===== src/rtl/io_key_sw_device_pkg.sv =====
// Shared constants and CTRL-register helpers for the KEY/SW memory-mapped device.
package io_key_sw_device_pkg;

  localparam int KEY_W = 4;
  localparam int SW_W  = 10;

  localparam logic [31:0] ADDR_KDATA = 32'hF000_0010;
  localparam logic [31:0] ADDR_KCTRL = 32'hF000_0110;
  localparam logic [31:0] ADDR_SDATA = 32'hF000_0014;
  localparam logic [31:0] ADDR_SCTRL = 32'hF000_0114;

  localparam int CTRL_READY = 0;
  localparam int CTRL_OVRUN = 2;
  localparam int CTRL_IE    = 4;

  typedef struct packed {
    logic ie;
    logic ovr;
    logic ready;
  } ctrl_t;

  // A data update wins over a same-cycle read of the data register, but
  // that read still suppresses the overrun it would otherwise cause.
  function automatic ctrl_t ctrl_next(input ctrl_t cur, input logic wr, input logic wr_ovr,
                                      input logic wr_ie, input logic rd, input logic upd);
    ctrl_t nxt;
    nxt = cur;
    if (wr) begin
      if (!wr_ovr) nxt.ovr = 1'b0;
      nxt.ie = wr_ie;
    end
    if (rd) nxt.ready = 1'b0;
    if (upd) begin
      nxt.ready = 1'b1;
      if (cur.ready && !rd) nxt.ovr = 1'b1;
    end
    return nxt;
  endfunction

  function automatic logic [31:0] ctrl_word(input ctrl_t c);
    logic [31:0] w;
    w             = '0;
    w[CTRL_READY] = c.ready;
    w[CTRL_OVRUN] = c.ovr;
    w[CTRL_IE]    = c.ie;
    return w;
  endfunction

endpackage


===== src/rtl/io_key_sw_device_if.sv =====
// Data-bus port between the MEM stage (master) and the KEY/SW device (slave).
interface io_key_sw_device_if #(
  parameter int DBITS = 32
);
  logic [DBITS-1:0] addr;
  logic [DBITS-1:0] wrData;
  logic             we;
  logic             re;
  logic             hit;
  logic [DBITS-1:0] rdData;

  modport master (output addr, wrData, we, re, input hit, rdData);
  modport slave  (input addr, wrData, we, re, output hit, rdData);
endinterface


===== src/rtl/io_debounce.sv =====
// Accepts a synchronized input once it has been stable for CYCLES edges;
// upd_o flags the cycle whose closing edge loads the new stable value.
module io_debounce #(
  parameter int WIDTH  = 10,
  parameter int CYCLES = 2
) (
  input  logic             clk,
  input  logic             reset,
  input  logic [WIDTH-1:0] sync_i,
  output logic [WIDTH-1:0] stable_o,
  output logic             upd_o
);

  localparam int            CW      = (CYCLES > 1) ? $clog2(CYCLES) : 1;
  localparam logic [CW-1:0] CNT_MAX = CW'(CYCLES - 1);

  logic [WIDTH-1:0] cand_q, cand_d;
  logic [WIDTH-1:0] stable_q, stable_d;
  logic [CW-1:0]    cnt_q, cnt_d;
  logic             upd;

  // Acceptance looks at the next count so CYCLES=1 passes a change straight through.
  always_comb begin
    cand_d = cand_q;
    cnt_d  = cnt_q;
    if (sync_i != cand_q) begin
      cand_d = sync_i;
      cnt_d  = '0;
    end else if (cnt_q != CNT_MAX) begin
      cnt_d = cnt_q + 1'b1;
    end
    upd      = (cnt_d == CNT_MAX) && (cand_d != stable_q);
    stable_d = upd ? cand_d : stable_q;
  end

  always_ff @(posedge clk or posedge reset) begin
    if (reset) begin
      cand_q   <= '0;
      cnt_q    <= '0;
      stable_q <= '0;
    end else begin
      cand_q   <= cand_d;
      cnt_q    <= cnt_d;
      stable_q <= stable_d;
    end
  end

  assign stable_o = stable_q;
  assign upd_o    = upd;

endmodule


===== src/rtl/io_key_sw_device.sv =====
// Memory-mapped KEY/SW responder: input sync, SW debounce, DATA/CTRL registers,
// combinational read mux and registered interrupt request.
module io_key_sw_device
  import io_key_sw_device_pkg::*;
#(
  parameter int DBITS           = 32,
  parameter int DEBOUNCE_CYCLES = 100000
) (
  input  logic                  clk,
  input  logic                  reset,
  input  logic [KEY_W-1:0]      KEY,
  input  logic [SW_W-1:0]       SW,
  io_key_sw_device_if.slave     bus,
  output logic                  intr
);

  logic [DBITS-1:0] addr;
  logic [DBITS-1:0] wr_data;
  logic [DBITS-1:0] rd_data;

  logic [KEY_W-1:0] key_s1_q, key_s1_d, key_s2_q, key_s2_d;
  logic [SW_W-1:0]  sw_s1_q, sw_s1_d, sw_s2_q, sw_s2_d;
  logic [KEY_W-1:0] kdata;
  logic [SW_W-1:0]  sdata;
  logic             key_upd, sw_upd;

  ctrl_t k_ctrl_q, k_ctrl_d, s_ctrl_q, s_ctrl_d;
  logic  intr_q, intr_d;

  logic sel_kd, sel_kc, sel_sd, sel_sc, hit;
  logic unused_wr_bits;

  assign addr    = bus.addr;
  assign wr_data = bus.wrData;

  assign sel_kd = (addr == DBITS'(ADDR_KDATA));
  assign sel_kc = (addr == DBITS'(ADDR_KCTRL));
  assign sel_sd = (addr == DBITS'(ADDR_SDATA));
  assign sel_sc = (addr == DBITS'(ADDR_SCTRL));
  assign hit    = sel_kd | sel_kc | sel_sd | sel_sc;

  assign unused_wr_bits = ^{wr_data[DBITS-1:5], wr_data[3], wr_data[1:0]};

  io_debounce #(.WIDTH(KEY_W), .CYCLES(1)) u_key_db (
    .clk      (clk),
    .reset    (reset),
    .sync_i   (key_s2_q),
    .stable_o (kdata),
    .upd_o    (key_upd)
  );

  io_debounce #(.WIDTH(SW_W), .CYCLES(DEBOUNCE_CYCLES)) u_sw_db (
    .clk      (clk),
    .reset    (reset),
    .sync_i   (sw_s2_q),
    .stable_o (sdata),
    .upd_o    (sw_upd)
  );

  always_comb begin
    key_s1_d = ~KEY;
    key_s2_d = key_s1_q;
    sw_s1_d  = SW;
    sw_s2_d  = sw_s1_q;

    k_ctrl_d = ctrl_next(k_ctrl_q, bus.we && sel_kc, wr_data[CTRL_OVRUN], wr_data[CTRL_IE],
                         bus.re && sel_kd, key_upd);
    s_ctrl_d = ctrl_next(s_ctrl_q, bus.we && sel_sc, wr_data[CTRL_OVRUN], wr_data[CTRL_IE],
                         bus.re && sel_sd, sw_upd);

    intr_d = (k_ctrl_q.ready & k_ctrl_q.ie) | (s_ctrl_q.ready & s_ctrl_q.ie);
  end

  // Reads see pre-edge register state, so a same-cycle store is not visible yet.
  always_comb begin
    rd_data = '0;
    if (bus.re) begin
      if (sel_kd)      rd_data = DBITS'(kdata);
      else if (sel_kc) rd_data = DBITS'(ctrl_word(k_ctrl_q));
      else if (sel_sd) rd_data = DBITS'(sdata);
      else if (sel_sc) rd_data = DBITS'(ctrl_word(s_ctrl_q));
    end
  end

  always_ff @(posedge clk or posedge reset) begin
    if (reset) begin
      key_s1_q <= '0;
      key_s2_q <= '0;
      sw_s1_q  <= '0;
      sw_s2_q  <= '0;
      k_ctrl_q <= '0;
      s_ctrl_q <= '0;
      intr_q   <= 1'b0;
    end else begin
      key_s1_q <= key_s1_d;
      key_s2_q <= key_s2_d;
      sw_s1_q  <= sw_s1_d;
      sw_s2_q  <= sw_s2_d;
      k_ctrl_q <= k_ctrl_d;
      s_ctrl_q <= s_ctrl_d;
      intr_q   <= intr_d;
    end
  end

  assign bus.hit    = hit;
  assign bus.rdData = rd_data;
  assign intr       = intr_q;

endmodule


===== src/flat_wrapper.sv =====
// flat-port wrapper written by rule: the top's interface ports become plain ports
module io_key_sw_device_flat import io_key_sw_device_pkg::*;
#(
  parameter int DBITS           = 32,
  parameter int DEBOUNCE_CYCLES = 100000
)
  (clk, reset, KEY, SW, intr, bus_addr, bus_wrData, bus_we, bus_re, bus_hit, bus_rdData);
  io_key_sw_device_if #(.DBITS(DBITS)) bus_i ();
  input  logic clk;
  input  logic reset;
  input  logic [KEY_W-1:0] KEY;
  input  logic [SW_W-1:0] SW;
  output logic intr;
  input wire logic [$bits(bus_i.addr)-1:0] bus_addr;
  input wire logic [$bits(bus_i.wrData)-1:0] bus_wrData;
  input wire logic [$bits(bus_i.we)-1:0] bus_we;
  input wire logic [$bits(bus_i.re)-1:0] bus_re;
  output wire logic [$bits(bus_i.hit)-1:0] bus_hit;
  output wire logic [$bits(bus_i.rdData)-1:0] bus_rdData;
  assign bus_i.addr = bus_addr;
  assign bus_i.wrData = bus_wrData;
  assign bus_i.we = bus_we;
  assign bus_i.re = bus_re;
  assign bus_hit = bus_i.hit;
  assign bus_rdData = bus_i.rdData;
  io_key_sw_device #(.DBITS(DBITS), .DEBOUNCE_CYCLES(DEBOUNCE_CYCLES)) u_core (.clk(clk), .reset(reset), .KEY(KEY), .SW(SW), .bus(bus_i), .intr(intr));
endmodule

===== config.mk =====
export PLATFORM = sky130hd
export DESIGN_NAME = io_key_sw_device_flat
export DESIGN_NICKNAME = d
export VERILOG_FILES = /design/src/rtl/io_key_sw_device_pkg.sv /design/src/rtl/io_key_sw_device_if.sv /design/src/rtl/io_debounce.sv /design/src/rtl/io_key_sw_device.sv /design/src/flat_wrapper.sv
export SDC_FILE = /design/constraint.sdc
export NUM_CORES = 1
export LEC_CHECK = 0
export CAP_MARGIN = 0
export CORE_MARGIN = 4
export CORE_UTILIZATION = 46
export DETAILED_ROUTE_END_ITERATION = 16
export PLACE_DENSITY = 0.92
export SLEW_MARGIN = 40
export SYNTH_ARGS = -nofsm -noshare
export SYNTH_HDL_FRONTEND = slang
export SYNTH_SLANG_ARGS = --single-unit

===== constraint.sdc =====
create_clock -name clk -period 3.5 [get_ports clk]
set_input_delay 0.7 -clock clk [delete_from_list [all_inputs] [get_ports clk]]
set_output_delay 0.7 -clock clk [all_outputs]
set_load 0.01 [all_outputs]

* After elaboration in Yosys (flattened, before gate mapping)
Cells that the tools add are included.
** Word-level totals
- Register bits after elaboration :: 81
- Bits in latches :: 0
- RAM bits :: 0
- ROM bits :: 0
- Bits of input ports :: 82
- Output and inout port bits :: 34
- Memories kept :: 0
** Operators by class
- Add/sub/neg operators :: 2
- Multipliers :: 0
- Divide/modulo/power cells :: 0
- Order comparisons :: 0
- Equal/unequal tests :: 10
- Shift operators :: 0
- Muxes and demuxes :: 21
- Bitwise operators :: 8
- Reductions and logical operators :: 12
** Operator list (count)
- $eq 32x32->1 const B :: 4
- $mux 32 :: 4
- $mux 17 :: 2
- $ne 10x10->1 :: 2
- $add 17x1->17 const B :: 1
- $eq 17x17->1 const B :: 1
- $ne 17x17->1 const B :: 1
- $mux 1 :: 10
- $mux 10 :: 1
- $logic_and 1x1->1 :: 8
- $ne 4x4->1 :: 2
- $mux 5 :: 1
- $mux 2 :: 2
- $mux 4 :: 1
- $not 4->4 :: 1
- $or 1x1->1 :: 4
- $reduce_bool 2->1 :: 2
- $and 1x1->1 :: 2
- $logic_not 1->1 :: 2
- $add 1x1->1 const B :: 1
- $not 1->1 :: 1

* Longest topological paths before layout
Gate-level depths: netlist (run 1).
- Depth after elaboration :: 6
- Gate-level depth with buffers :: 10
- Gate-level depth less buffers :: 8

* Cells and area by module
From an unflattened synthesis (run 1), not the netlist that was laid out.
** Unflattened totals
- Cells, all modules :: 325
- Area total of the unflattened synthesis :: 3752.3 µm²
** By module, submodules not included
- io_debounce (u_core.u_sw_db) :: instances 1, cells an instance 189, area an instance 2073.2 µm², sequential area each 925.9 µm²
- io_key_sw_device :: instances 1, cells an instance 122, area an instance 1519.0 µm², sequential area each 875.8 µm²
- io_debounce (u_core.u_key_db) :: instances 1, cells an instance 14, area an instance 160.2 µm², sequential area each 100.1 µm²

* Least setup slack after synthesis (run 1)
OpenSTA, ideal clock, no wires.
- Path type :: flip-flop to flip-flop
- Start point :: register u_core.u_sw_db.cnt_q[6]
- End point :: register u_core.u_sw_db.stable_q[0] (netlist: u_core.u_sw_db.stable_o[0])
- Setup time :: 125 ps
- Data arrival time :: 2983 ps
- Path slack :: 392 ps
- Cell stages (with the launch flop) :: 10
- Path buffers :: 2
- Cells stage by stage :: dfrtp_1 > buf_6 > or4_4 > nor4_4 > a21oi_1 > xnor2_1 > or4_4 > nor4b_4 > buf_6 > mux2_4
** Between the ends
- Cells in the longest elaborated chain, start to end :: 5
- Elaborated cells between the ends (all ways) :: 6
- Those cells by class :: 1 x add/sub; 2 x eq/ne; 2 x mux; 1 x reduce/logical
** Ends and longest elaborated chain
- start, declared :: RTL line io_debounce.sv:19 : logic [CW-1:0] cnt_q, cnt_d;
- start signal, assigned :: RTL line io_debounce.sv:43 : cnt_q <= cnt_d;
- $add 17x1->17 / $ne 17x17->1 (equally long branches) :: RTL line io_debounce.sv:30, io_debounce.sv:29
- $mux 17 (*) :: RTL line io_debounce.sv:29 : end else if (cnt_q != CNT_MAX) begin
- $mux 17 (*) :: RTL line io_debounce.sv:26 : if (sync_i != cand_q) begin
- $eq 17x17->1 (*) :: RTL line io_debounce.sv:32 : upd = (cnt_d == CNT_MAX) && (cand_d != stable_q);
- $logic_and 1x1->1 (*) :: RTL line io_debounce.sv:32
- end signal, assigned :: RTL line io_debounce.sv:44 : stable_q <= stable_d;
- end, declared :: RTL line io_debounce.sv:18 : logic [WIDTH-1:0] stable_q, stable_d;
Mark *: on every way between the ends. The rest lies on a longest branch, timed or not.
A chain may end at the register's enable or synchronous reset.

* Worst setup path after layout (run 1)
- Start point :: register u_core.u_sw_db.cnt_q[8]
- End point :: register u_core.u_sw_db.stable_q[7] (netlist: u_core.u_sw_db.stable_o[7])
Same word-level chain as after synthesis.

==> results of run 1 <==
kinds of logic (layout without fill, tap and decap cells):
family	Yosys count	in the layout	synth area share
xor+xnor	38	38	0.0926
mux	19	19	0.0724
buf+inv	54	96	0.0863
other cells	1	22	0.00104
flops	76	76	0.529
compound gates	20	20	0.0397
fa+ha+maj	1	1	0.00348
simple gates	99	99	0.175
synthesized netlist by cell type, types with 2 or more instances:
master,instances
nand2_1,10
dfrtp_1,76
and4_2,2
buf_4,24
mux2_2,4
a31oi_1,4
nor4_4,2
o21ai_0,3
nor3b_1,3
nor3_1,3
nor2_1,24
mux2i_1,5
nor2b_1,2
a21oi_1,2
a31o_2,2
and3_1,9
or4_4,2
buf_2,2
nor4_1,7
inv_1,8
mux2_4,8
nor4b_1,3
and2_1,2
buf_6,2
nand4_1,9
xnor2_1,23
nand3_1,10
and4_1,2
mux4_2,2
clkbuf_1,18
xor2_1,15
repair_timing:
action,in CTS,in global routing
gates resized for setup,8,5
endpoints found under the setup margin,7,4
pin swaps,1,1
where the power goes:
part	switching (mW)	internal, mW
logic	0.0530	0.0728
registers	0.0174	0.902
clock network	0.333	0.283
routing by layer:
metal / global-route usage / wire length (µm) / vias up
li1: - / - / 1126
met1: 0.185 / 2860 / 1147
met2: 0.271 / 3420 / 92
met3: 0.0565 / 691 / 7
met4: 0.0607 / 105 / 0
met5: 0 / 0 / -
final cells by class:
type | count | area [µm²] | share of cell area
repair buffers | 72 | 717 | 0.161
well taps | 99 | 124 | 0.0278
clock buffers | 10 | 138 | 0.0309
clock inverters | 6 | 45.0 | 0.0101
multi-input cells | 199 | 1500 | 0.336
flip-flops and latches | 76 | 1900 | 0.427
inverters | 8 | 30.0 | 0.00675
worst min path at each step:
stage,endpoint,startpoint,slack (ns)
final,u_core.key_s2_q[3],u_core.key_s1_q[3],0.34
after global routing,u_core.key_s2_q[1],u_core.key_s1_q[1],0.35
after CTS,u_core.key_s2_q[3],u_core.key_s1_q[3],0.35
after detailed placement,u_core.key_s2_q[3],u_core.key_s1_q[3],0.33
after global placement,u_core.sw_s2_q[2],u_core.sw_s1_q[2],0.33
after floorplan,u_core.key_s2_q[0],u_core.key_s1_q[0],0.33
metrics by stage:
stage | util | cell area (µm²) | power (mW) | setup WS (ns) | TNS [ns]
3_5_place_dp | 0.571 | 4230 | 1.06 | -0.110 | -0.512
5_1_grt | 0.601 | 4450 | 1.73 | 0.0404 | 0
2_1_floorplan | - | 3670 | 1.01 | 0.392 | 0
3_3_place_gp | 0.571 | 4230 | 1.06 | -0.0679 | -0.230
6_report | 0.601 | 4450 | 1.66 | 0.186 | 0
4_1_cts | 0.599 | 4440 | 1.68 | 0.00296 | 0
critical path: cells and delay by family (launching register included):
kind            cells  cell delay, ns
mux                 1            0.36
compound gates      1            0.14
simple gates        4            1.77
buf+inv             1            0.26
flops               1            0.50
xor+xnor            1            0.16
registers in the layout (all words and copies together) (netlist names):
name                      flops
u_core.u_sw_db.cand_q        10
u_core.k_ctrl_q               3
u_core.sw_s2_q               10
u_core.key_s2_q               4
u_core.intr                   1
u_core.sw_s1_q               10
u_core.u_sw_db.cnt_q         17
u_core.key_s1_q               4
u_core.s_ctrl_q               3
u_core.u_sw_db.stable_o      10
u_core.u_key_db.stable_o      4
==> flow_metrics.tcl, run 1 <==
set metrics [dict create \
    port_buffers 63 \
    clkSinkCount 76 \
    cp_max_fo 12 \
    htree_num_levels 3 \
    avgSynthCellArea_um2 11.7 \
    grt_pass1_wl_um 11100 \
    synth_seq_cells 76 \
    clock_latency_ns 0.36 \
    netlist_instances 308 \
    p_per_area_nw_per_um2 373 \
    ios 116 \
    vdd_drop_max_v 0.000256 \
    cts_buffers 9 \
    grt_max_degree 77 \
    dp.final_hpwl_um 5160 \
    cp.required_ns 3.75 \
    vias 2372 \
    die-width_um 96.4 \
    hold_viol_final 0 \
    crit_slowest_cell "or4_4" \
    dr.pass1.iters 7 \
    cts_buffer_depth 2 \
    syn2layout_area_growth_pct 23.8 \
    reg2reg_setup_slack_ns 0.19 \
    vias_per_cell 5.05 \
    root_buffer "clkbuf_8" \
    path_cells "or4_4, nor4_4, a21oi_1, xnor2_1, or4_4, nor4b_4, buf_4, mux2_2" \
    core_um2 7410 \
    final_common_cell "dfrtp_1" \
    routabilityCongestion 0.822 \
    critPathMostFrequentCell "or4_4" \
    antenna_cells 0 \
    syn_area_um2 3590 \
    rr_startpoint "u_core.u_sw_db.cnt_q[8]" \
    ys_seq_area_frac 0.529 \
    drtIter0Drc 129 \
    placed_cells 454 \
    rsz0062_at_grt "no" \
    final_cell_mix "dfrtp_1 (76), clkdlybuf4s50_1 (56), nor2_1 (23), xnor2_1 (23), conb_1 (22)" \
    hold-worst-slack_ns 0.345 \
    cp.arrival_ns 3.57 \
    synth-edff-count 0 \
    post_cts_buffers 0 \
    wl_um 7080 \
    finClkSkew_ns 0.0141 \
    gr-total-overflow 0 \
    die_h_um 96.4 \
    drive_above_1_share 0.164 \
    drv_cap 0 \
    final_nets 449 \
    start_util 0.485 \
    fmax_mhz 302 \
    r2r-end "u_core.u_sw_db.stable_o[7]" \
    instances_no_fill 470 \
    synth_top_cell_area_share 0.529 \
    drtAntennaViolNets 0 \
    cts_tree "built" \
    status "finished, final reports clean" \
    worstSetupEndpointType "flip-flop" \
    slowest_delay_ns 0.57 \
    dieArea_um2 9290 \
    synth_cell_types 51 \
    row_count 31 \
    hold_depth 0 \
    worstSetupStartpointType "flip-flop" \
    setup_viol 0 \
    rr_worst_depth 8 \
    clk_pin_slew_ns 0.08 \
    antenna_found_initial 0 \
    synth.area.top_cells "dfrtp_1 (53%), xnor2_1 (5.6%), buf_4 (5.0%)" \
    power_leakage_nw 2.00 \
    min_period_ns 3.31 \
    drt-wirelength-per-cell_um 15.1 \
    drc_errors 0 \
    synth-async-reset-ratio 1.00 \
    cts-hold-fix-buffers 0 \
    min_path_type "flip-flop to flip-flop" \
    n_fill_cell 598 \
    crit_type "flip-flop to flip-flop" \
    yosys_warnings 0 \
    drv_slew 0 \
    grt_pass1_vias 2367 \
    synth_top_area_cell "dfrtp_1" \
    worstSetupEndpoint "u_core.u_sw_db.stable_o[7]" \
    cp-startpoint "u_core.u_sw_db.cnt_q[8]" \
    period_share 0.947 \
    synth_ff_type "dfrtp_1" \
    grt_util_all_layers 0.159 \
]
Note: power is estimated with default switching activity, not from simulation.
==> run 2, diff against run 1 <==
Settings changed: SETUP_SLACK_MARGIN set to 0.5.
==> flow_metrics.tcl, run 2 (same netlist as run 1, synthesis figures left out) <==
set metrics [dict create \
    die_h_um 96.4 \
    drive_above_1_share 0.259 \
    wl_um 8150 \
    dr.pass1.iters 4 \
    gr-usage-met2 0.326 \
    worstSetupStartpointType "flip-flop" \
    setup_viol 0 \
    cp.required_ns 3.74 \
    cp_max_fo 6 \
    vias_per_cell 5.22 \
    timing.setup.tns_ns 0 \
    gr-total-overflow 0 \
    syn2layout_area_growth_pct 30.0 \
    p_sw_frac 0.236 \
    drtAntennaViolNets 0 \
    design_area_um2 4670 \
    p_comb_frac 0.072 \
    crit_type "flip-flop to flip-flop" \
    ios 116 \
    routabilityCongestion 0.954 \
    worstSetupEndpointType "flip-flop" \
    die-width_um 96.4 \
    dp.final_hpwl_um 5240 \
    cts_buffer_depth 2 \
    pwr-share-seq 0.542 \
    root_buffer "clkbuf_8" \
    grt_util_all_layers 0.182 \
    finClkSkew_ns 0.0145 \
    regMostFlops "u_core.u_sw_db.cnt_q" \
    power_leakage_nw 2.09 \
    antenna_found_initial 0 \
    row_count 31 \
    drv_slew 0 \
    final_nets 464 \
    pre_cts_slack_ns -0.193 \
    clk_pin_slew_ns 0.08 \
    fmax_mhz 319 \
    top_usage_layer "met2" \
    period_share 0.896 \
    htree_num_levels 3 \
    vdd_drop_max_v 0.000220 \
    p_int_mw 1.30 \
    cts_buffers 9 \
    final_cell_mix "dfrtp_1 (70), dlygate4sd2_1 (29), xnor2_1 (23), clkdlybuf4s50_1 (23), conb_1 (22)" \
    drc_errors 0 \
    p_switching_uw 401 \
    min_path_type "flip-flop to flip-flop" \
    start_util 0.485 \
    status "finished, final reports clean" \
    vias 2530 \
    drt-wirelength-per-cell_um 16.8 \
    clkPwrFrac 0.386 \
    port_buffers 63 \
    relSlewSlack 0.521 \
    clock_latency_ns 0.36 \
    fin_total_pwr_mw 1.70 \
    cts_tree "built" \
    use_met1 0.205 \
    grt_pass1_vias 2586 \
    tightestPinTransition_ns 0.717 \
    dieArea_um2 9290 \
    final.setup.worst_slack_ns 0.364 \
    rsz0062_at_grt "yes" \
    final_common_cell "dfrtp_1" \
    postPlaceCellArea_um2 4220 \
    min_period_ns 3.14 \
    grt.met3_usage 0.0503 \
    p_per_area_nw_per_um2 363 \
    hold_viol_final 0 \
    cp.arrival_ns 3.37 \
    core_um2 7410 \
    clkSinkCount 76 \
    grt_max_degree 41 \
    antenna_cells 0 \
    drv_cap 0 \
    drtIter0Drc 197 \
    largest_reg_flops 17 \
    grt_pass1_wl_um 12600 \
]
-- run 2: layout make-up --
class | instances | area [µm²]
repair buffers | 87 | 786
well taps | 99 | 124
fillers | 535 | 2740
multi-input cells | 199 | 1630
clock inverters | 5 | 62.6
inverters | 8 | 31.3
clock buffers | 11 | 131
flip-flops and latches | 76 | 1910
-- run 2: timing repair --
action	in CTS	in global routing
setup buffers	11	4
pin swaps	20	9
cloned	1	0
resized for setup	92	18
hold buffers	0	0
endpoints found under the setup margin	22	23
-- run 2: stage by stage --
stage / std cells / hold WS, ns / utilization
2_1_floorplan: 329 / 0.331 / -
3_3_place_gp: 453 / 0.332 / 0.570
3_5_place_dp: 453 / 0.336 / 0.570
4_1_cts: 481 / 0.354 / 0.616
5_1_grt: 485 / 0.362 / 0.631
6_report: 485 / 0.352 / 0.631
-- run 2: path summary, 6_finish.rpt --
path / from / to / slack, ns / depth (start not counted)
max: u_core.u_sw_db.cnt_q[6] / u_core.u_sw_db.stable_o[5] / 0.36 / 9
min: u_core.sw_s1_q[8] / u_core.sw_s2_q[8] / 0.35 / 0
max reg2reg: u_core.u_sw_db.cnt_q[6] / u_core.u_sw_db.stable_o[5] / 0.36 / 9
min reg2reg: u_core.sw_s1_q[8] / u_core.sw_s2_q[8] / 0.35 / 0
max in group asynchronous: reset / u_core.key_s1_q[3] / 2.12 / 3
min in group asynchronous: reset / u_core.u_sw_db.cnt_q[10] / 0.75 / 2
-- run 2: power by group through the flow --
stage                     clock, mW  sequential [mW]  combinational (mW)
after global placement            0            0.935               0.121
after floorplan                   0            0.932              0.0750
after CTS                     0.671            0.920               0.119
after global routing          0.713            0.923               0.135
final                         0.656            0.920               0.122
after detailed placement          0            0.937               0.124
-- run 2: worst max-delay path: stages, from the launching register on --
cell     delay (ns)
dfrtp_2        0.41
or4_4          0.55
nor4_4         0.28
buf_4          0.19
nand2_4        0.07
mux2i_4        0.21
or4_4          0.45
nor4b_4        0.36
buf_6          0.20
mux2_4         0.30
-- run 2: routing by layer --
metal	routed length, µm	part of all wire	vias to the layer above
met5	0	0	-
met4	150	0.018	0
met3	831	0.10	15
met2	4130	0.51	130
met1	3040	0.37	1232
li1	-	-	1153
==> run 3, diff against run 2 <==
Settings changed: ABC_CLOCK_PERIOD_IN_PS set to 4000, CORE_UTILIZATION 46 to 50, PLACE_DENSITY 0.92 to 0.95, SKIP_CTS_REPAIR_TIMING set to 1.
Clock period 3.5 ns to 4 ns, I/O delays scaled along.
==> flow_metrics.tcl, run 3 (same netlist as run 1, synthesis figures left out) <==
set metrics [dict create \
    use_met1 0.202 \
    path_cells "clkdlybuf4s50_1, nor4b_2, nand4_1, nor2_2, nand2_2, nor2_4, and3_1, clkdlybuf4s50_1" \
    row_count 30 \
    r2r-end "u_core.u_sw_db.stable_o[1]" \
    whs_endpoint "u_core.key_s2_q[2]" \
    setup_viol 0 \
    crit_type "input pin to primary output" \
    min_path_type "flip-flop to flip-flop" \
    regMostFlops "u_core.u_sw_db.cnt_q" \
    port_buffers 63 \
    cp_max_fo 6 \
    cp.required_ns 3.20 \
    ios 116 \
    htree_num_levels 3 \
    status "finished, final reports clean" \
    hold_viol_final 0 \
    relSlewSlack 0.539 \
    timing.setup.tns_ns 0 \
    final_cell_mix "dfrtp_1 (76), clkdlybuf4s50_1 (54), xnor2_1 (23)" \
    dr.pass1.iters 4 \
    hold_depth 0 \
    drtIter0Drc 179 \
    period_share 0.916 \
    hp-start "u_core.key_s1_q[2]" \
    min_period_ns 3.66 \
    grt_max_degree 43 \
    reg2reg_setup_slack_ns 0.65 \
    worstSetupStartpointType "input pin" \
    final_common_cell "dfrtp_1" \
    cts_buffers 9 \
    worstSetupEndpointType "primary output" \
    p_per_area_nw_per_um2 322 \
    vias 2427 \
    grt_pass1_vias 2503 \
    clock_latency_ns 0.34 \
    critPathMostFrequentCell "clkdlybuf4s50_1" \
    fin_total_pwr_mw 1.43 \
    cp-startpoint "bus_addr[24]" \
    syn2layout_area_growth_pct 23.1 \
    rr_worst_depth 8 \
    largest_reg_flops 17 \
    core_um2 6910 \
    grt.met3_usage 0.0593 \
    start_util 0.520 \
    vdd_drop_max_v 0.000271 \
    rr_startpoint "u_core.u_sw_db.cnt_q[6]" \
    drt-wirelength-per-cell_um 15.6 \
    clkSinkCount 76 \
    slowest_delay_ns 0.55 \
    drc_errors 0 \
    vias_per_cell 5.22 \
    cts_tree "built" \
    root_buffer "clkbuf_8" \
    crit_buf_inv 2 \
    final_nets 447 \
    power_leakage_nw 2.03 \
    gr-usage-met2 0.304 \
    dp.final_hpwl_um 5320 \
    tightestPinTransition_ns 0.691 \
    drtAntennaViolNets 0 \
    cp_top_family "simple AND/OR/NAND/NOR gates" \
    antenna_cells 0 \
    instances_no_fill 465 \
    grt_util_all_layers 0.179 \
    routabilityCongestion 0.893 \
    finClkSkew_ns 0.0106 \
    cts_buffer_depth 2 \
    n_fill_cell 493 \
    grt_pass1_wl_um 11700 \
    wl_um 7240 \
    fmax_mhz 273 \
    rsz0062_at_grt "yes" \
    drv_cap 0 \
    drive_above_1_share 0.152 \
    top_usage_layer "met2" \
    placed_cells 447 \
    gr-total-overflow 0 \
    antenna_found_initial 0 \
    cp.arrival_ns 2.86 \
    clk_pin_slew_ns 0.08 \
    die-width_um 92.8 \
    die_h_um 92.8 \
    drv_slew 0 \
    dieArea_um2 8610 \
    crit_slowest_cell "clkdlybuf4s50_1" \
]
run 3: how the worst max path moves through the flow:
stage	endpoint	slack [ns]	cells past startpoint
2_1_floorplan	u_core.u_sw_db.stable_o[0]	0.89	9
3_3_place_gp	bus_rdData[7]	0.18	8
3_5_place_dp	bus_rdData[7]	0.15	8
4_1_cts	bus_rdData[7]	0.16	8
5_1_grt	bus_rdData[5]	0.23	8
6_report	bus_rdData[7]	0.34	8
run 3: cell type report:
class                      instances  area [µm²]  share of cell area
inverter                           8        31.3             0.00707
sequential                        76        1900               0.430
clock inverter                     4        33.8             0.00764
multi-input combinational        199        1490               0.336
clock buffer                      12         145              0.0328
timing repair buffer              70         706               0.160
tap                               96         120              0.0271
run 3: report_power, final:
group / internal [mW] / switching (mW)
Combinational: 0.0612 / 0.0454
Clock: 0.247 / 0.268
Sequential: 0.789 / 0.0156
Total: 1.10 / 0.329
run 3: metrics by stage:
step	cell area, µm²	hold WS [ns]	util	setup WS [ns]
3_5_place_dp	4180	0.335	0.605	0.155
3_3_place_gp	4180	0.333	0.605	0.182
2_1_floorplan	3670	0.331	-	0.892
5_1_grt	4420	0.359	0.641	0.228
6_report	4420	0.351	0.641	0.338
4_1_cts	4360	0.352	0.631	0.160
run 3: per-layer routing:
| metal | up-vias | wire length, µm |
|---|---|---|
| li1 | 1121 | - |
| met4 | 0 | 153 |
| met5 | - | 0 |
| met3 | 12 | 656 |
| met1 | 1184 | 2790 |
| met2 | 110 | 3650 |
